--- src/rtl/spram_be_clr.sv ---
// Single-port RAM with per-byte write enables and a clear sequencer that fills every word with CLEAR_VALUE.
// Define SPRAM_BE_CLR_OUTREG_EN to add an output register (read latency 2 instead of 1).
module spram_be_clr #(
  parameter int                   DATAWIDTH   = 8,
  parameter int                   ADDRWIDTH   = 8,
  parameter int                   NUMWORDS    = 1 << ADDRWIDTH,
  parameter logic [DATAWIDTH-1:0] CLEAR_VALUE = '0,
  parameter int                   BEWIDTH     = (DATAWIDTH + 7) / 8
) (
  input  logic                 clock,
  input  logic                 reset,
  input  logic [ADDRWIDTH-1:0] address,
  input  logic [DATAWIDTH-1:0] data,
  input  logic [BEWIDTH-1:0]   byteena,
  input  logic                 wren,
  input  logic                 clear_req,
  output logic                 busy,
  output logic [DATAWIDTH-1:0] q
);

  typedef enum logic {
    ST_CLEAR = 1'b0,
    ST_READY = 1'b1
  } state_t;

  localparam logic [ADDRWIDTH-1:0] LAST_ADDR = ADDRWIDTH'(NUMWORDS - 1);
  localparam logic [ADDRWIDTH:0]   DEPTH     = (ADDRWIDTH + 1)'(NUMWORDS);

  state_t                 state_reg, state_next;
  logic [ADDRWIDTH-1:0]   clr_addr_reg, clr_addr_next;
  logic                   clr_we;
  logic                   user_we;
  logic                   in_range;
  logic [ADDRWIDTH-1:0]   mem_addr;
  logic [DATAWIDTH-1:0]   rd_word;
  logic [DATAWIDTH-1:0]   rd_data;
  logic [DATAWIDTH-1:0]   q_pipe;
  logic                   rd_ok_reg;

  always_ff @(posedge clock) begin
    if (reset) begin
      state_reg    <= ST_CLEAR;
      clr_addr_reg <= '0;
    end else begin
      state_reg    <= state_next;
      clr_addr_reg <= clr_addr_next;
    end
  end

  // A clear_req during CLEAR restarts the sweep without writing on that edge.
  always_comb begin
    state_next    = state_reg;
    clr_addr_next = clr_addr_reg;
    clr_we        = 1'b0;
    unique case (state_reg)
      ST_CLEAR: begin
        if (clear_req) begin
          clr_addr_next = '0;
        end else begin
          clr_we = 1'b1;
          if (clr_addr_reg == LAST_ADDR) begin
            state_next    = ST_READY;
            clr_addr_next = '0;
          end else begin
            clr_addr_next = clr_addr_reg + 1'b1;
          end
        end
      end
      ST_READY: begin
        if (clear_req) begin
          state_next    = ST_CLEAR;
          clr_addr_next = '0;
        end
      end
      default: begin
        state_next    = ST_CLEAR;
        clr_addr_next = '0;
      end
    endcase
  end

  assign busy     = (state_reg == ST_CLEAR);
  assign in_range = ({1'b0, address} < DEPTH);
  assign user_we  = !busy && wren && in_range;
  assign mem_addr = busy ? clr_addr_reg : address;

  // One write-first RAM per byte lane; the top lane narrows when DATAWIDTH is not a multiple of 8.
  for (genvar gi = 0; gi < BEWIDTH; gi++) begin : g_lane
    localparam int LO = 8 * gi;
    localparam int LW = ((DATAWIDTH - LO) < 8) ? (DATAWIDTH - LO) : 8;

    logic [LW-1:0] lane_mem [NUMWORDS];
    logic [LW-1:0] lane_wdata;
    logic [LW-1:0] lane_q_reg;
    logic          lane_we;

    assign lane_we    = clr_we || (user_we && byteena[gi]);
    assign lane_wdata = busy ? CLEAR_VALUE[LO +: LW] : data[LO +: LW];

    always_ff @(posedge clock) begin
      if (lane_we) begin
        lane_mem[mem_addr] <= lane_wdata;
        lane_q_reg         <= lane_wdata;
      end else begin
        lane_q_reg <= lane_mem[mem_addr];
      end
    end

    assign rd_word[LO +: LW] = lane_q_reg;
  end

  // Reads sampled while clearing or out of range come back as zero.
  always_ff @(posedge clock) begin
    if (reset) begin
      rd_ok_reg <= 1'b0;
    end else begin
      rd_ok_reg <= !busy && in_range;
    end
  end

  assign rd_data = rd_ok_reg ? rd_word : '0;

`ifdef SPRAM_BE_CLR_OUTREG_EN
  logic [DATAWIDTH-1:0] q_out_reg;

  always_ff @(posedge clock) begin
    if (reset) begin
      q_out_reg <= '0;
    end else begin
      q_out_reg <= rd_data;
    end
  end

  assign q_pipe = q_out_reg;
`else
  assign q_pipe = rd_data;
`endif

  assign q = busy ? '0 : q_pipe;

endmodule

--- config.mk ---
export PLATFORM = sky130hd
export DESIGN_NAME = spram_be_clr
export DESIGN_NICKNAME = d
export VERILOG_FILES = /design/src/rtl/spram_be_clr.sv
export SDC_FILE = /design/constraint.sdc
export NUM_CORES = 2
export LEC_CHECK = 0
export CAP_MARGIN = 10
export CORE_ASPECT_RATIO = 1.25
export CORE_MARGIN = 5
export CORE_UTILIZATION = 57
export DETAILED_ROUTE_END_ITERATION = 7
export PLACE_DENSITY_LB_ADDON = 0.25
export RECOVER_POWER = 100
export SYNTH_ARGS = -nofsm -noshare
export SYNTH_HDL_FRONTEND = slang
export SYNTH_SLANG_ARGS = --single-unit
--- constraint.sdc ---
create_clock -name clock -period 4.7 [get_ports clock]
set_clock_uncertainty 0.15 [all_clocks]
set_input_delay 0.94 -clock clock [delete_from_list [all_inputs] [get_ports clock]]
set_output_delay 0.94 -clock clock [all_outputs]
set_load 0.02 [all_outputs]
==> impl_metrics.csv <==
group,metric,value,unit
finish,utilization,65.96,%
run,maxCapViolCount,17,
floorplanning,core,142300,µm²
synth,avgSynthCellArea,19.77,µm²
setup_path,cp-start-kind,"flip-flop",
global_route,gr-usage-all-layers,29.09,%
power_and_ir_drop,p_int,28.90,mW
sta,setup_viol_count_final,37,
setup_path,rr_worst_depth,3,
clock_network,cts_made_buffers,189,
synth,muxShareOfSynthArea,14.40,%
setup_path,crit_type,"reg -> out",
placed_design,io_buffers,29,
power_and_ir_drop,leakage,26.01,nW
finish,n_fill_cell,9436,
drt,drtIter0Drc,6373,
placed_design,place_inst,6329,
run_status,outcome,"complete, but fails checks",
sta,tightest_slew,3.588,ns
synth,yosys_warnings,0,
setup_path,crit_chain,"buf_12 > buf_16 > mux4_2 > or4_4 > o21ai_2 > a222oi_1 > buf_4 > nand4_1 > o41ai_4 > buf_4",
floorplanning,die-area,150600,µm²
clock_network,htreeDepth,4,
clock_network,cts_tree,"yes",
drt,drc,0,
global_route,grt_pass1_wl,313.3,mm
setup_path,cpMostUsedCell,"buf_4",
finish,largest_reg_flops,2048,
placed_design,dpl_cell_area,86980,µm²
drt,firstDrtPassIters,6,
synth,synth_top_family_by_area,"multiplexers",
global_route,grt_use_met3,6.153,%
setup_path,slowest_stage,"a222oi_1",
finish,regArea,61870,µm²
synth,synth_ff_type,"edfxtp_1",
global_route,grt_most_used_layer,"met2",
finish,insertedDiodeCount,0,
sta,hold_viol_final,0,
power_and_ir_drop,switching_share,19.73,%
clock_network,path_clk_slew,0.07,ns
clock_network,cts.path.max_buffers,3,
synth,ys_ff_latch,2066,
floorplanning,row_count,155,
power_and_ir_drop,pwr-share-seq,55.4,%
sta,fmax,196.1,MHz
sta,finalCritPeriodShare,108.5,%
sta,maxSlewHeadroom,-139.2,%
global_route,grt_max_degree,165,
floorplanning,start_util,57.20,%
drt,routed_wl,221.1,mm
synth,synth-simple-area-share,3.914,%
synth,synth_fp_nets,4140,
setup_path,critPathCaptureType,"output pin",
synth,seq_area_frac_synth,75.97,%
power_and_ir_drop,power-per-cell-area,383.5,nW/µm²
finish,design_area,93890,µm²
drt,wire_per_inst,32.74,µm
global_route,met1_usage,38.66,%
sta,maxSlewViolCount,988,
sta,rsz0062_at_grt,"true",
finish,multiInputGateArea,18680,µm²
placed_design,dp_hpwl,139.0,mm
setup_path,arrival,4.01,ns
synth,synth_area,81430,µm²
power_and_ir_drop,ir_worst_vdd,374.5,µV
finish,layout-drive-gt1-share,22.03,%
worst_hold_path,min_path_cells,1,
synth,synthAdderAreaFrac,0.01537,%
floorplanning,ioPinCount,30,
finish,area_growth,15.30,%
floorplanning,die_h,432.6,µm
setup_path,critPathRequiredTime,3.61,ns
finish,finalNonFillerCells,6754,
global_route,grt_pass1_vias,43980,
finish,nNetsFinal,4731,
run_status,violations,"capacitance limit, slew limit, setup timing",
global_route,met2_usage,46.17,%
power_and_ir_drop,p_comb_share,2.4,%
floorplanning,die-width,348.1,µm
clock_network,root_buffer,"clkbuf_16",
drt,drt.antenna.violating_nets,0,
synth,netlist-cell-type-count,73,
placed_design,finalWeightedCongestion,0.9746,
clock_network,hold_buffers,0,
drt,via_per_inst,6.639,
power_and_ir_drop,pwr-share-clk,42.2,%
synth,async_reset_ff_share,0,%
sta,fin_tns_setup,-2.796,ns
power_and_ir_drop,power.total,36.00,mW
setup_path,cpPeakStageDelay,0.82,ns
sta,fin_ws,-0.3993,ns
clock_network,clk-insertion-delay-late,0.81,ns
synth,syn_inst,4118,
global_route,grt-ovfl-total,0,
synth,synth_compound_area_share,3.426,%
drt,vias,44840,
worst_hold_path,hp-class,"reg -> reg",
clock_network,cts.sinks,2066,
global_route,antenna_found_initial,2,
setup_path,critPathMaxFanout,6,
sta,min_period,5.099,ns
synth,synth-edff-count,2048,
power_and_ir_drop,p_switching,7.103,mW
synth,synth_xor_xnor_area_share,0.03227,%
## final timing paths
| path | startpoint | to | slack, ns |
|---|---|---|---|
| worst max register to register | state_reg$_SDFF_PP0_ | g_lane[0].lane_mem[15][1]$_DFFE_PP_ | 0.07 |
| worst min register to register | clr_addr_reg[7]$_SDFFE_PP0P_ | clr_addr_reg[7]$_SDFFE_PP0P_ | 0.42 |
| worst max-delay path | flip-flop | q[6] | -0.40 |
| worst min-delay path | clr_addr_reg[7]$_SDFFE_PP0P_ | clr_addr_reg[7]$_SDFFE_PP0P_ | 0.42 |
## critical path: cells and delay by family, from the launching register on
family / cells / cell delay, ns
mux: 1 / 0.41
compound gates: 3 / 1.25
simple gates: 2 / 0.32
buf+inv: 4 / 0.77
flops: 1 / 0.40
## cell families after synthesis
| kind of cell | count (synthesis) |
|---|---|
| buffers and inverters | 256 |
| adder cells (fa/ha/maj) | 1 |
| AND/OR/NAND/NOR | 716 |
| multiplexers | 662 |
| XOR/XNOR | 3 |
| AO/OA/AOI/OAI | 414 |
| flip-flops | 2066 |
## stage by stage
step           setup WS [ns]  hold slack, ns
6_report             -0.3993          0.4170
5_1_grt              -0.3747          0.4466
4_1_cts              -0.3918          0.4058
3_5_place_dp         -0.1906          0.3990
3_3_place_gp         -0.2198          0.3764
2_1_floorplan          1.179          0.3204
## power by group through the flow
stage	logic [mW]	registers, mW	clock network [mW]
after floorplan	0.552	20.3	0
after global placement	0.731	20.3	0
after detailed placement	0.734	20.3	0
after CTS	0.831	19.9	15.3
after global routing	0.913	19.9	16.1
final	0.880	19.9	15.2
## placed cells by master (no fill, tap or decap), types with 15 or more instances in the layout
cell,n
buf_6,19
o22ai_1,96
clkinv_1,34
mux4_2,298
clkbuf_1,329
nor2_1,351
o21ai_0,73
mux4_1,83
a21oi_1,32
nor3_1,81
nand3_1,38
clkbuf_16,196
o221ai_1,50
nand2_1,102
nor3_2,16
edfxtp_1,2048
o21ai_1,15
o22ai_2,20
clkbuf_2,19
buf_16,17
bufinv_16,17
buf_4,235
clkdlybuf4s50_1,18
mux2i_1,270
clkinv_2,37
buf_12,23
## repair_timing
action | CTS | global route
cloned | 11 | 3
gates resized for setup | 137 | 120
buffers inserted | 31 | 30
pin swaps | 12 | 32
setup endpoints to repair | 8 | 8
## routing by layer
layer	vias to the layer above	share of wire, %	wire [µm]
met2	2931	47	104500
met3	640	11	24210
met4	2	6.8	14950
li1	18260	-	-
met1	23000	35	77490
met5	-	0.0068	15
## area by class of cell
type	count	area share (%)
flip-flops and latches	2066	65.90
multi-input cells	1796	19.89
clock buffers	244	5.359
repair buffers	645	5.176
well taps	1884	2.511
clock inverters	108	1.115
inverters	11	0.04398
## cells in the mapped netlist (7+ instances only)
library cell     n  area share [%]
mux4_1          85             2.7
buf_4           23            0.21
nor3_1         108            0.66
nor2b_1          8           0.061
buf_1            7           0.032
a2111oi_0        9           0.097
a21oi_1         36            0.22
nand3_1         41            0.25
edfxtp_1      2048              76
clkbuf_1        80            0.37
o22ai_1        120            0.92
o21ai_0         89            0.55
a221oi_1        10            0.11
mux2i_1        273             3.4
a31oi_1         12           0.092
buf_6           36            0.50
o221ai_1        57            0.61
or4_1            7           0.065
inv_1           10           0.046
o211ai_1         7           0.065
a22oi_1         12            0.11
buf_2           59            0.36
dfxtp_1         18            0.44
mux2_2           8            0.11
nand4_1         12           0.092
mux4_2         296             8.2
o32ai_1          7           0.075
nor2_1         354             1.6
and2_1          19            0.15
buf_8           27            0.50
nor4_1          23            0.18
nand2_1        109            0.50
a211oi_1        15            0.14
(Power assumes the default switching activity.)
